File: src/rtl/xbus_pkg.sv
// xbus_pkg: shared types and widths for the xbus arbiter slice.
//   - xbus_state_e : arbiter FSM states (IDLE, XFER, ACK)
//   - XBUS_AW/DW/BW: address, data and byte-enable widths
//   - mst_idx_t    : master index (0 = CPU data port, 1 = debug/loader)
//   - xbus_req_t   : latched request payload driven onto the xbus
package xbus_pkg;

  localparam int unsigned XBUS_AW = 32;
  localparam int unsigned XBUS_DW = 32;
  localparam int unsigned XBUS_BW = 4;
  localparam int unsigned WCNT_W  = 4;

  typedef enum logic [1:0] {
    ST_IDLE = 2'd0,
    ST_XFER = 2'd1,
    ST_ACK  = 2'd2
  } xbus_state_e;

  typedef logic mst_idx_t;

  typedef struct packed {
    logic               we;
    logic [XBUS_BW-1:0] be;
    logic [XBUS_AW-1:0] addr;
    logic [XBUS_DW-1:0] wdata;
  } xbus_req_t;

  // Two-way round-robin choice: on a tie the master that did not go last wins.
  function automatic mst_idx_t rr_pick2(input logic [1:0] req, input mst_idx_t last_grant);
    if (req == 2'b11) begin
      return ~last_grant;
    end
    return req[1] ? 1'b1 : 1'b0;
  endfunction

endpackage

File: src/rtl/xbus_rr_pick2.sv
// xbus_rr_pick2: combinational two-way round-robin pick.
//   req[1:0]   in  request per master
//   last_grant in  master granted most recently
//   gnt_valid  out at least one request present
//   gnt_idx    out chosen master (meaningful only when gnt_valid)
module xbus_rr_pick2
  import xbus_pkg::*;
(
  input  logic [1:0] req,
  input  mst_idx_t   last_grant,
  output logic       gnt_valid,
  output mst_idx_t   gnt_idx
);

  always_comb begin
    gnt_valid = |req;
    gnt_idx   = rr_pick2(req, last_grant);
  end

endmodule

File: src/rtl/xbus_arbiter.sv
// xbus_arbiter: shares the single xbus peripheral port between master 0
// (CPU data) and master 1 (debug/loader) with round-robin fairness.
//   clk, rst_n           clock, async active-low reset
//   m*_req/we/be/addr/wdata  master request fields (req held until ack)
//   m*_ack, m*_rdata     one-cycle completion pulse and read data
//   xbus_cs/we/be/addr/wdata registered peripheral request
//   xbus_rdata           combinational read data from the peripheral
// WAIT_CYCLES (0..15) extends xbus_cs beyond its first cycle.
module xbus_arbiter
  import xbus_pkg::*;
#(
  parameter int unsigned WAIT_CYCLES = 0
) (
  input  logic               clk,
  input  logic               rst_n,
  input  logic               m0_req,
  input  logic               m0_we,
  input  logic [XBUS_BW-1:0] m0_be,
  input  logic [XBUS_AW-1:0] m0_addr,
  input  logic [XBUS_DW-1:0] m0_wdata,
  output logic               m0_ack,
  output logic [XBUS_DW-1:0] m0_rdata,
  input  logic               m1_req,
  input  logic               m1_we,
  input  logic [XBUS_BW-1:0] m1_be,
  input  logic [XBUS_AW-1:0] m1_addr,
  input  logic [XBUS_DW-1:0] m1_wdata,
  output logic               m1_ack,
  output logic [XBUS_DW-1:0] m1_rdata,
  output logic               xbus_cs,
  output logic               xbus_we,
  output logic [XBUS_BW-1:0] xbus_be,
  output logic [XBUS_AW-1:0] xbus_addr,
  output logic [XBUS_DW-1:0] xbus_wdata,
  input  logic [XBUS_DW-1:0] xbus_rdata
);

  localparam logic [WCNT_W-1:0] WAIT_LD = WCNT_W'(WAIT_CYCLES);

  xbus_state_e        state_q, state_d;
  logic [WCNT_W-1:0]  cnt_q, cnt_d;
  mst_idx_t           last_grant_q, last_grant_d;
  mst_idx_t           owner_q, owner_d;
  xbus_req_t          bus_q, bus_d;
  logic               cs_q, cs_d;
  logic               m0_ack_q, m0_ack_d;
  logic               m1_ack_q, m1_ack_d;
  logic [XBUS_DW-1:0] m0_rdata_q, m0_rdata_d;
  logic [XBUS_DW-1:0] m1_rdata_q, m1_rdata_d;

  logic               gnt_valid;
  mst_idx_t           gnt_idx;
  xbus_req_t          m0_payload, m1_payload;

  // Master request payloads, packed for a single latch on grant.
  always_comb begin
    m0_payload = '{we: m0_we, be: m0_be, addr: m0_addr, wdata: m0_wdata};
    m1_payload = '{we: m1_we, be: m1_be, addr: m1_addr, wdata: m1_wdata};
  end

  xbus_rr_pick2 u_pick (
    .req       ({m1_req, m0_req}),
    .last_grant(last_grant_q),
    .gnt_valid (gnt_valid),
    .gnt_idx   (gnt_idx)
  );

  // Next-state and registered-output logic.
  always_comb begin
    state_d      = state_q;
    cnt_d        = cnt_q;
    last_grant_d = last_grant_q;
    owner_d      = owner_q;
    bus_d        = bus_q;
    cs_d         = cs_q;
    m0_ack_d     = 1'b0;
    m1_ack_d     = 1'b0;
    m0_rdata_d   = m0_rdata_q;
    m1_rdata_d   = m1_rdata_q;

    unique case (state_q)
      ST_IDLE: begin
        if (gnt_valid) begin
          owner_d      = gnt_idx;
          last_grant_d = gnt_idx;
          bus_d        = gnt_idx ? m1_payload : m0_payload;
          cnt_d        = WAIT_LD;
          cs_d         = 1'b1;
          state_d      = ST_XFER;
        end
      end
      ST_XFER: begin
        if (cnt_q != '0) begin
          cnt_d = cnt_q - WCNT_W'(1);
        end else begin
          // Capture on the last cs cycle; the owner's rdata register doubles
          // as the capture register so data is valid alongside the ack.
          cs_d    = 1'b0;
          state_d = ST_ACK;
          if (owner_q) begin
            m1_ack_d   = 1'b1;
            m1_rdata_d = xbus_rdata;
            m0_rdata_d = '0;
          end else begin
            m0_ack_d   = 1'b1;
            m0_rdata_d = xbus_rdata;
            m1_rdata_d = '0;
          end
        end
      end
      ST_ACK: begin
        // Requests are not evaluated here: a req still high belongs to the
        // transfer just acknowledged.
        m0_rdata_d = '0;
        m1_rdata_d = '0;
        state_d    = ST_IDLE;
      end
      default: begin
        state_d = ST_IDLE;
        cs_d    = 1'b0;
      end
    endcase
  end

  // State and output registers.
  always_ff @(posedge clk or negedge rst_n) begin
    if (!rst_n) begin
      state_q      <= ST_IDLE;
      cnt_q        <= '0;
      last_grant_q <= 1'b1;
      owner_q      <= 1'b0;
      bus_q        <= '0;
      cs_q         <= 1'b0;
      m0_ack_q     <= 1'b0;
      m1_ack_q     <= 1'b0;
      m0_rdata_q   <= '0;
      m1_rdata_q   <= '0;
    end else begin
      state_q      <= state_d;
      cnt_q        <= cnt_d;
      last_grant_q <= last_grant_d;
      owner_q      <= owner_d;
      bus_q        <= bus_d;
      cs_q         <= cs_d;
      m0_ack_q     <= m0_ack_d;
      m1_ack_q     <= m1_ack_d;
      m0_rdata_q   <= m0_rdata_d;
      m1_rdata_q   <= m1_rdata_d;
    end
  end

  assign xbus_cs    = cs_q;
  assign xbus_we    = bus_q.we;
  assign xbus_be    = bus_q.be;
  assign xbus_addr  = bus_q.addr;
  assign xbus_wdata = bus_q.wdata;
  assign m0_ack     = m0_ack_q;
  assign m1_ack     = m1_ack_q;
  assign m0_rdata   = m0_rdata_q;
  assign m1_rdata   = m1_rdata_q;

endmodule

File: config.mk
export PLATFORM = sky130hd
export DESIGN_NAME = xbus_arbiter
export DESIGN_NICKNAME = d
export VERILOG_FILES = /design/src/rtl/xbus_pkg.sv /design/src/rtl/xbus_rr_pick2.sv /design/src/rtl/xbus_arbiter.sv
export SDC_FILE = /design/constraint.sdc
export NUM_CORES = 1
export LEC_CHECK = 0
export ABC_CLOCK_PERIOD_IN_PS = 1900
export BUFFER_PORTS_ARGS = -buffer_cell sky130_fd_sc_hd__buf_2
export CORE_AREA = 2 2 121 123
export CTS_BUF_LIST = sky130_fd_sc_hd__clkbuf_2
export DETAILED_ROUTE_END_ITERATION = 16
export DIE_AREA = 0 0 123 125
export PLACE_DENSITY_LB_ADDON = 0.1
export SYNTH_ARGS = -nofsm -noshare
export SYNTH_HDL_FRONTEND = slang
export SYNTH_SLANG_ARGS = --single-unit
export TNS_END_PERCENT = 20
File: constraint.sdc
create_clock -name clk -period 1.9 [get_ports clk]
set_input_delay 0.38 -clock clk [delete_from_list [all_inputs] [get_ports clk]]
set_output_delay 0.38 -clock clk [all_outputs]
set_load 0.01 [all_outputs]
==> metrics.md, run 1 <==
| Metric | Value |
|---|---|
| First DRT Iteration DRCs | `540` |
| Mapped Cells | `between 500 and 600` |
| HP Class | `input port to flip-flop` |
| Switch share | `0.407` |
| Sequential share of power | `0.350` |
| Count leader, synth | `dfrtp_1` |
| Tightest Pin Transition | `0.522 ns` |
| Max Cap Viol | `0` |
| CP max-delay cell | `dlygate4sd3_1` |
| Post-synthesis sequential element count | `between 100 and 150` |
| Distinct cells, synth | `37` |
| Worst hold margin | `0.188 ns` |
| EDFF count, synth | `0` |
| VDD IR max | `0.783 mV` |
| Post-Synthesis Cell Area | `approximately 0.0061 mm²` |
| Routed wire length | `approximately 23 mm` |
| Largest net degree at the start of global routing | `55` |
| Initial antenna violation count | `1` |
| TritonCTS buffer count | `17` |
| Die ar. | `roughly 0.015 mm²` |
| Crit Path Max Fanout | `36` |
| Clk slew on worst S/H paths | `roughly 0.24 ns` |
| Final instance area | `0.0102 mm²` |
| Clk_skew | `0.0333 ns` |
| Delay of the slowest critical-path stage | `0.58 ns` |
| Clk buf depth | `2` |
| Initial Util | `0.430` |
| Drt drc | `0` |
| Fmax | `516 MHz` |
| Via/cell ratio | `between 5 and 6` |
| Final WS setup | `-0.0391 ns` |
| Final Max Slew Viols | `0` |
| Min Tclk post-route | `about 1.9 ns` |
| Ys Warns | `0` |
| DRT antenna net count | `0` |
| Final Setup Violations | `5` |
| Leakage | `4.98 nW` |
| Crit end category | `flip-flop` |
| Worst path required time | `2.53 ns` |
| Root buffer selected by CTS | `clkbuf_2` |
| I/O pin cnt | `310` |
| Most instantiated cells after synthesis | `dfrtp_1 (143), nand2_1 (140), a21oi_1 (72)` |
| Wirelength per Cell | `18.4 µm` |
| GP Congestion | `between 0.8 and 0.9` |
| Top cells by area, synth | `dfrtp_1 (59%), a32o_1 (10%), nand2_1 (8.6%), a31oi_1 (7.2%), a21oi_1 (5.9%)` |
| Row count | `44` |
| Synth Area per Inst | `between 10 and 15 µm²` |
| Chip width | `123 µm` |
| Final cell count without fillers | `1,263` |
| Power after layout | `roughly 16 mW` |
| Cell area power density | `1550 mW/mm²` |
| TNS Setup | `-0.124 ns` |
| Syn-to-layout area delta | `67.0%` |
| H-tree depth | `4` |
| First-pass GRT wire length | `35.0 mm` |
| # clock sinks | `between 100 and 150` |
| Setup CP Type | `input port to flip-flop` |
| DRT Pass-1 Iters | `5` |
| Internal power | `9.36 mW` |
| Asr flop ratio synth | `1.00` |
| Sw power | `6.42 mW` |
| Clock share of power | `0.125` |
| Final #Nets | `about 1,200` |
| Vias | `7,123` |
| Final cell utilization of the core | `0.718` |
| Post-DP Area | `slightly below 0.008 mm²` |
| Worst slack, placed | `0.0466 ns` |
| Port Buf Inserts | `309` |
| Commonest register cell after synthesis | `dfrtp_1` |
| Core area | `0.0142 mm²` |
| Violated checks | `negative setup slack` |
| Detail Placement HPWL | `13.1 mm` |
| Rel. slew slack | `0.652` |
| Hold Vio Cnt, Final | `0` |
| CP cell instances | `dlygate4sd3_1 > buf_2 > or2_2 > buf_6 > a21oi_1 > a31oi_1 > dlygate4sd3_1` |
| Vias in the first global route | `~7,000` |
| RSZ-0062 raised after global routing | `true` |
| Yosys top cell by area | `dfrtp_1` |
| Fin crit share | `1.02` |
| Critical path arrival | `about 2.6 ns` |
| Fill count | `992` |
| Layout cells sized above 1 | `0.368` |
| Clk_lat worst skew | `~0.71 ns` |
| Die H | `approximately 130 µm` |
| CTS tree | `yes` |
| Yosys top cell area share | `0.586` |
| Syn_nets | `763` |
| Status | `complete, but fails checks` |
| Startpoint types | `input port` |
| Seq/Total Area, Yosys | `0.590` |
| GRT Total Usage | `0.288` |
| Crit path top cell by count | `dlygate4sd3_1` |
| # placed instances | `1,046` |
| GRT overflow | `0` |
| Proportion of power drawn by combinational gates | `0.525` |
[logic make-up after synthesis]
| logic type | count (synthesis) | share of synthesized area |
|---|---|---|
| compound gates | 217 | 0.249 |
| fa+ha+maj | 2 | 0.00410 |
| buf+inv | 65 | 0.0494 |
| flops | 144 | 0.590 |
| simple gates | 159 | 0.108 |
[cell usage in the layout, fill, tap and decap left out, drive strengths merged, types with 4 or more instances in the layout]
cell type    Yosys  layout
a21oi           72      72
a31oi           70      70
a32o            64      64
buf             14     342
bufinv           0       4
clkbuf          47      26
clkinv           0       5
dfrtp          143     143
dlygate4sd3      0     173
inv              4       5
nand2          140     140
o21ai            4       4
[state kept, by name (all words and copies together), names as in the netlist]
register and flops:
m0_rdata 32, m1_rdata 32, xbus_addr 32, xbus_wdata 32, cnt_q 4, xbus_be 4, state_q 2, last_grant_q 1
m0_ack 1, m1_ack 1, owner_q 1, xbus_cs 1, xbus_we 1
[power groups by stage]
stage / logic [mW] / registers, mW / clock network (mW)
6_report: 8.28 / 5.52 / 1.97
5_1_grt: 8.92 / 5.68 / 2.17
4_1_cts: 7.56 / 5.47 / 2.02
3_5_place_dp: 7.00 / 5.53 / 0
3_3_place_gp: 6.83 / 5.48 / 0
2_1_floorplan: 3.46 / 6.11 / 0
[final cells by class]
type                    instances  area (µm²)  area share
repair buffers                521        3810       0.374
flip-flops and latches        144        3610       0.354
multi-input cells             378        2270       0.223
well taps                     184         230      0.0226
clock inverters                11         164      0.0161
clock buffers                  20         100     0.00981
inverters                       4        15.0     0.00147
diodes                          1        2.50    0.000245
[critical path: cells and delay by family]
family | cells | cell delay, ns
and+or+nand+nor | 1 | 0.35
AOI/OAI and AO/OA | 2 | 0.29
buffers and inverters | 4 | 1.50
[repair_timing]
| item | in CTS | in global routing |
|---|---|---|
| buffers inserted | 0 | 6 |
| endpoints found under the hold margin | 239 | 0 |
| hold buffers | 173 | 0 |
| gates cloned | 0 | 6 |
| gates resized for setup | 1 | 13 |
| endpoints found under the setup margin | 8 | 53 |
| pin swaps | 0 | 4 |
[worst paths after layout]
| check | from | end | slack [ns] | cells past startpoint |
|---|---|---|---|---|
| min reg2reg | m0_rdata[8] | m0_rdata[8] | 0.51 | 1 |
| max in group asynchronous | rst_n | last_grant_q | 1.09 | 3 |
| min | m1_req | state_q[0] | 0.19 | 3 |
| min in group asynchronous | rst_n | state_q[1] | 0.20 | 2 |
| max | m0_req | xbus_addr[28] | -0.04 | 7 |
| max reg2reg | state_q[0] | xbus_addr[28] | 0.05 | 5 |
[metal layers]
| layer | share of wire | vias up | routed length [µm] | global-route usage |
|---|---|---|---|---|
| met5 | 0 | - | 0 | 0 |
| met4 | 0.049 | 0 | 1130 | 0.150 |
| met3 | 0.083 | 97 | 1940 | 0.0712 |
| met2 | 0.49 | 467 | 11400 | 0.472 |
| met1 | 0.38 | 3436 | 8740 | 0.350 |
| li1 | - | 3123 | - | - |
Power figures use the tool's default switching activity.
==> run 2, diff against run 1 <==
==> constraint.sdc (replaced) <==
create_clock -name clk -period 1.9 [get_ports clk]
set_input_delay 0.19 -clock clk [delete_from_list [all_inputs] [get_ports clk]]
set_output_delay 0.19 -clock clk [all_outputs]
set_load 0.01 [all_outputs]
==> run 2 against run 1 <==
The run now ends clean. Power is 1.7% lower. Sequential power about the same. First-iteration DRC count up 8.1%. Global-route usage is 0.63 points lower. Clock skew is 0.0073 ns lower.
==> metrics.md, run 2 (synthesis gave the netlist of run 1 again) <==
| Metric | Value |
|---|---|
| Status | `finished, final reports clean` |
| TritonCTS buffer count | `17 (unchanged)` |
| Top delay family on crit path | `simple AND/OR/NAND/NOR gates` |
| Switch share | `0.411 (+0.00366)` |
| Row count | `44 (unchanged)` |
| Final #Nets | `1,245 (+0.24%)` |
| Power after layout | `15.5 mW (-1.7%)` |
| Die ar. | `0.0154 mm² (unchanged)` |
| Most frequent cells in the layout | `buf_2 (308), dlygate4sd3_1 (178), dfrtp_1 (141)` |
| Sequential share of power | `0.354 (+0.004)` |
| Reg-to-reg endpoint | `m0_rdata[8]` |
| First-pass GRT wire length | `34.3 mm (-2.1%)` |
| HP Class | `input port to flip-flop` |
| Fin crit share | `0.978 (-0.0428)` |
| Final Setup Violations | `0 (-5)` |
| Worst R2R Path Depth | `6 (+1)` |
| Clock share of power | `0.122 (-0.003)` |
| H-tree depth | `4 (unchanged)` |
| Max Cap Viol | `0 (unchanged)` |
| Clk slew on worst S/H paths | `0.22 ns (-0.02 ns)` |
| Post-DP Area | `0.00792 mm² (-0.32%)` |
| CP cell instances | `inv_2 > ha_4 > or3b_4 > nor3_4 > clkbuf_16 > a32o_1` |
| Final cell count without fillers | `1,267 (+0.32%)` |
| GP Congestion | `0.832 (-2.3%)` |
| Clk_skew | `0.0260 ns (-0.00727 ns)` |
| Min Tclk post-route | `1.86 ns (-0.0814 ns)` |
| DRT Pass-1 Iters | `5 (unchanged)` |
| Chip width | `123 µm (unchanged)` |
| Final Max Slew Viols | `0 (unchanged)` |
| Layout cells sized above 1 | `0.367 (-0.00136)` |
| I/O pin cnt | `310 (unchanged)` |
| Startpoint types | `flip-flop` |
| Worst Hold Path EP | `xbus_addr[25]` |
| Via/cell ratio | `5.53 (-1.9%)` |
| Internal power | `9.14 mW (-2.3%)` |
| Die H | `125 µm (unchanged)` |
| Root buffer selected by CTS | `clkbuf_2` |
| Worst path required time | `2.55 ns (+0.02 ns)` |
| Cell area power density | `1520 mW/mm² (-2.0%)` |
| Critical hold path startpoint | `m1_addr[25]` |
| R2R Path Start | `cnt_q[1]` |
| First DRT Iteration DRCs | `584 (+8.1%)` |
| Delay of the slowest critical-path stage | `0.44 ns (-0.14 ns)` |
| Final instance area | `0.0102 mm² (+0.25%)` |
| Min-Delay Path Depth | `4 (+1)` |
| Crit end category | `flip-flop` |
| Final WS setup | `0.0423 ns (+0.0814 ns)` |
| Port Buf Inserts | `309 (unchanged)` |
| GRT Total Usage | `0.282 (-0.00625)` |
| Detail Placement HPWL | `13.0 mm (-0.93%)` |
| Proportion of power drawn by combinational gates | `0.523 (-0.002)` |
| Hold Vio Cnt, Final | `0 (unchanged)` |
| Clk buf depth | `2 (unchanged)` |
| Setup CP Type | `flip-flop to flip-flop` |
| Clk_lat worst skew | `0.72 ns (about the same)` |
| Syn-to-layout area delta | `67.4%` |
| CP max-delay cell | `dfrtp_1` |
| Initial Util | `0.430 (unchanged)` |
| CTS tree | `yes` |
| Fmax | `538 MHz (+4.4%)` |
| Vias | `7,012 (-1.6%)` |
| Worst slack, placed | `0.0209 ns (-0.0257 ns)` |
| Worst R2R Setup Slack | `0.04 ns (about the same)` |
| Fill count | `991 (-0.10%)` |
| Largest net degree at the start of global routing | `68 (+24%)` |
| DRT antenna net count | `0 (unchanged)` |
| Critical path arrival | `2.51 ns (-0.06 ns)` |
| Core area | `0.0142 mm² (unchanged)` |
| Vias in the first global route | `6,953 (-2.1%)` |
| GRT overflow | `0 (unchanged)` |
| CP bufs+invs | `2 (-2)` |
| Commonest non-fill, non-tap cell in the layout | `buf_2` |
| VDD IR max | `0.732 mV (-6.4%)` |
| Leakage | `4.97 nW (about the same)` |
| # clock sinks | `144 (unchanged)` |
| Rel. slew slack | `0.684 (+0.0314)` |
| Drt drc | `0 (unchanged)` |
| Tightest Pin Transition | `0.475 ns (-0.0471 ns)` |
| Crit Path Max Fanout | `8 (-78%)` |
| # placed instances | `1,041 (-0.48%)` |
| Sw power | `6.37 mW (-0.83%)` |
| Routed wire length | `22.6 mm (-2.6%)` |
| Wirelength per Cell | `17.8 µm (-3.0%)` |
| RSZ-0062 raised after global routing | `true` |
| Initial antenna violation count | `1 (unchanged)` |
[run 2: cell count changes in the layout (fill, tap and decap cells not counted), sizes merged]
| cell | delta |
|---|---|
| clkbuf | -1 |
| inv | +2 |
| dlymetal6s4s | +1 |
| clkinv | -3 |
| dlygate4sd3 | +5 |
| clkinvlp | +3 |
| bufinv | -1 |
| buf | -2 |
[run 2: final cells by class]
| class | count | area, µm² | area share |
|---|---|---|---|
| antenna | 1 | 2.50 | 0.000245 |
| tap | 184 | 230 | 0.0225 |
| clock inverter | 12 | 159 | 0.0155 |
| multi-input combinational | 378 | 2260 | 0.221 |
| clock buffer | 20 | 100 | 0.00979 |
| sequential | 144 | 3610 | 0.353 |
| timing repair buffer | 524 | 3850 | 0.376 |
| inverter | 4 | 15.0 | 0.00147 |
[run 2: worst max path at each step]
stage / startpoint / end / cells past startpoint
2_1_floorplan: cnt_q[0] / m0_rdata[10] / 7
4_1_cts: state_q[0] / xbus_wdata[29] / 5
3_5_place_dp: cnt_q[0] / m1_rdata[17] / 7
3_3_place_gp: cnt_q[0] / m0_rdata[19] / 6
5_1_grt: cnt_q[1] / m0_rdata[22] / 6
6_report: cnt_q[1] / m0_rdata[8] / 6
[run 2: power groups by stage]
stage / sequential [mW] / combinational [mW] / clock (mW)
2_1_floorplan: 6.11 / 3.46 / 0
3_3_place_gp: 5.47 / 6.84 / 0
3_5_place_dp: 5.52 / 7.02 / 0
4_1_cts: 5.46 / 7.52 / 1.95
5_1_grt: 5.67 / 8.77 / 2.08
6_report: 5.49 / 8.11 / 1.90
[run 2: repair_timing]
action	in CTS	in global routing
gates resized for setup	1	14
pin swaps	0	5
hold endpoints to repair	281	1
cloned	0	6
buffers inserted	0	7
endpoints found under the setup margin	5	42
hold buffers	179	1
[run 2: routing by layer]
layer  vias to the layer above  wire length [µm]  GRT usage
met4                         0              1050      0.138
li1                       3131                 -          -
met5                         -                 0          0
met2                       447             11100      0.464
met1                      3348              8600      0.343
met3                        86              1830     0.0716
[run 2: metrics by stage]
step,setup TNS [ns],util,hold WS (ns)
floorplan,0,-,-0.106
global placement,0,0.557,0.129
detailed placement,0,0.557,0.130
CTS,0,0.703,0.141
global route,-0.172,0.720,0.157
finish,0,0.720,0.235
[run 2: worst reg2reg max path, cell delays in order (launching register included)]
cell       delay, ns
dfrtp_1         0.44
inv_2           0.09
ha_4            0.14
or3b_4          0.40
nor3_4          0.34
clkbuf_16       0.25
a32o_1          0.16
==> run 3, diff against run 2 <==
--- a/config.mk
+++ b/config.mk
@@ -5,12 +5,11 @@
 export SDC_FILE = /design/constraint.sdc
 export NUM_CORES = 1
 export LEC_CHECK = 0
-export ABC_CLOCK_PERIOD_IN_PS = 1900
+export ABC_CLOCK_PERIOD_IN_PS = 1550
 export BUFFER_PORTS_ARGS = -buffer_cell sky130_fd_sc_hd__buf_2
-export CORE_AREA = 2 2 121 123
+export CORE_UTILIZATION = 43
 export CTS_BUF_LIST = sky130_fd_sc_hd__clkbuf_2
 export DETAILED_ROUTE_END_ITERATION = 16
-export DIE_AREA = 0 0 123 125
 export PLACE_DENSITY_LB_ADDON = 0.1
 export SYNTH_ARGS = -nofsm -noshare
 export SYNTH_HDL_FRONTEND = slang
==> constraint.sdc (replaced) <==
create_clock -name clk -period 1.55 [get_ports clk]
set_input_delay 0.155 -clock clk [delete_from_list [all_inputs] [get_ports clk]]
set_output_delay 0.155 -clock clk [all_outputs]
set_load 0.01 [all_outputs]
==> run 3 against run 2 <==
The flow now finishes with violations (negative setup slack). Cell area increased by 1.8%. Final cell count unchanged. Maximum frequency rose by 9.7%. Clock skew fell by 0.0022 ns. Global-route usage rose by 2.4 points. Clock-buffer cell count fell by 3. Hold slack lost 0.032 ns. Critical path depth unchanged. Core utilization grew 3.0 points. Sequential cell count unchanged. Sequential power up 24%. Combinational power is 33% higher. Critical path type unchanged. Critical endpoint is now m0_rdata[5].
==> metrics.md, run 3 (synthesis gave the netlist of run 1 again) <==
| Metric | Value |
|---|---|
| Status | `complete, but fails checks` |
| Violated checks | `negative setup slack` |
| VDD IR max | `1.09 mV (+48%)` |
| Rel. slew slack | `0.686 (+0.00204)` |
| Syn-to-layout area delta | `70.4%` |
| Vias | `7,162 (+2.1%)` |
| DRT antenna net count | `0 (unchanged)` |
| Tightest Pin Transition | `0.472 ns (-0.00306 ns)` |
| Drt drc | `0 (unchanged)` |
| Min-Delay Path Depth | `4 (unchanged)` |
| Register area | `0.00360 mm² (about the same)` |
| Routed wire length | `22.8 mm (+0.87%)` |
| Port Buf Inserts | `309 (unchanged)` |
| Crit Path Max Fanout | `33 (+25)` |
| Die ar. | `0.0147 mm² (-4.5%)` |
| Final Max Slew Viols | `0 (unchanged)` |
| Startpoint types | `flip-flop` |
| Initial antenna violation count | `1 (unchanged)` |
| Clk slew on worst S/H paths | `0.23 ns (about the same)` |
| RSZ-0062 raised after global routing | `true` |
| # clock sinks | `144 (unchanged)` |
| Initial Util | `0.440 (+0.0100)` |
| Layout cells sized above 1 | `0.376 (+0.00878)` |
| TritonCTS buffer count | `17 (unchanged)` |
| First DRT Iteration DRCs | `552 (-5.5%)` |
| Final #Nets | `1,249 (+0.32%)` |
| # placed instances | `1,049 (+0.77%)` |
| Vias in the first global route | `7,144 (+2.7%)` |
| Die H | `121 µm (-3.0%)` |
| Worst R2R Path Depth | `6 (unchanged)` |
| Final cell count without fillers | `1,267 (unchanged)` |
| Clk_skew | `0.0238 ns (-0.00222 ns)` |
| Clk_lat worst skew | `0.72 ns (about the same)` |
| Largest net degree at the start of global routing | `71 (+4.4%)` |
| H-tree depth | `4 (unchanged)` |
| Root buffer selected by CTS | `clkbuf_2` |
| GRT Total Usage | `0.306 (+0.0240)` |
| Chip width | `121 µm (-1.5%)` |
| Via/cell ratio | `5.65 (+2.1%)` |
| Worst path required time | `2.20 ns (-0.35 ns)` |
| First-pass GRT wire length | `34.7 mm (+1.1%)` |
| Hold Vio Cnt, Final | `0 (unchanged)` |
| Power after layout | `19.7 mW (+27%)` |
| Setup CP Type | `flip-flop to flip-flop` |
| Fill count | `923 (-6.9%)` |
| Fmax | `591 MHz (+9.7%)` |
| Row count | `43 (-2.3%)` |
| Critical path arrival | `2.34 ns (-0.17 ns)` |
| Core area | `0.0139 mm² (-2.3%)` |
| Detail Placement HPWL | `12.9 mm (-0.19%)` |
| GP Congestion | `0.835 (+0.26%)` |
| GRT overflow | `0 (unchanged)` |
| Wirelength per Cell | `18.0 µm (+0.87%)` |
| DRT Pass-1 Iters | `8 (+3)` |
| Most frequent cells in the layout | `buf_2 (288), dlygate4sd3_1 (174), dfrtp_1 (143)` |
| Crit end category | `flip-flop` |
| TNS Setup | `-7.37 ns (-7.37 ns)` |
| I/O pin cnt | `310 (unchanged)` |
| CTS tree | `yes` |
| Max Cap Viol | `0 (unchanged)` |
| Fin crit share | `1.09 (+0.115)` |
| Commonest non-fill, non-tap cell in the layout | `buf_2` |
| Worst slack, placed | `-0.176 ns (-0.196 ns)` |
| Final WS setup | `-0.143 ns (-0.186 ns)` |
| Leakage | `5.07 nW (+1.9%)` |
| Multi-input logic area | `0.00228 mm² (+0.61%)` |
| Min Tclk post-route | `1.69 ns (-0.164 ns)` |
| Final Setup Violations | `67 (+67)` |
| Clk buf depth | `2 (unchanged)` |
| HP Class | `input port to flip-flop` |
| Cell area power density | `1890 mW/mm² (+25%)` |
[run 3: routing by layer]
layer / vias to the layer above / GRT usage / part of all wire
li1: 3134 / - / -
met1: 3401 / 0.345 / 0.36
met2: 512 / 0.510 / 0.50
met3: 115 / 0.0785 / 0.083
met4: 0 / 0.206 / 0.056
met5: - / 0 / 0
[run 3: path summary, 6_finish.rpt]
path	startpoint	to	slack [ns]
hold reg to reg	m1_rdata[22]	m1_rdata[22]	0.52
max in group asynchronous	rst_n	last_grant_q	0.51
min in group asynchronous	rst_n	xbus_wdata[26]	0.44
hold / removal	m0_addr[4]	xbus_addr[4]	0.20
setup / recovery	cnt_q[1]	m0_rdata[5]	-0.14
setup reg to reg	cnt_q[1]	m0_rdata[5]	-0.14
[run 3: worst max-delay path: stages (launching register included)]
cell     delay (ns)
dfrtp_1        0.44
inv_2          0.09
ha_4           0.14
or3b_4         0.40
nor3_4         0.17
buf_12         0.22
a32o_1         0.18
[run 3: area by class of cell]
class                   count  area share
diodes                      1    0.000240
clock buffers              17     0.00817
clock inverters            15      0.0129
repair buffers            528       0.390
flip-flops and latches    144       0.346
well taps                 180      0.0216
multi-input cells         378       0.219
inverters                   4     0.00144
[run 3: per-stage QoR]
| stage | util | hold WS (ns) | area, µm² |
|---|---|---|---|
| 6_report | 0.750 | 0.203 | 10400 |
| 5_1_grt | 0.750 | 0.120 | 10400 |
| 4_1_cts | 0.732 | 0.118 | 10200 |
| 3_5_place_dp | 0.582 | 0.118 | 8080 |
| 3_3_place_gp | 0.582 | 0.113 | 8080 |
| 2_1_floorplan | - | -0.141 | 6110 |
[run 3: where the power goes]
group	internal (mW)	total, mW	switching (mW)
Clock	0.596	2.05	1.45
Combinational	5.38	10.8	5.39
Sequential	5.63	6.83	1.20
[run 3: repair_timing]
item | CTS | global route
pin swaps | 3 | 13
hold buffers | 174 | 0
cloned | 1 | 4
buffers inserted | 4 | 3
endpoints found under the setup margin | 71 | 234
endpoints found under the hold margin | 282 | 0
gates resized for setup | 12 | 29
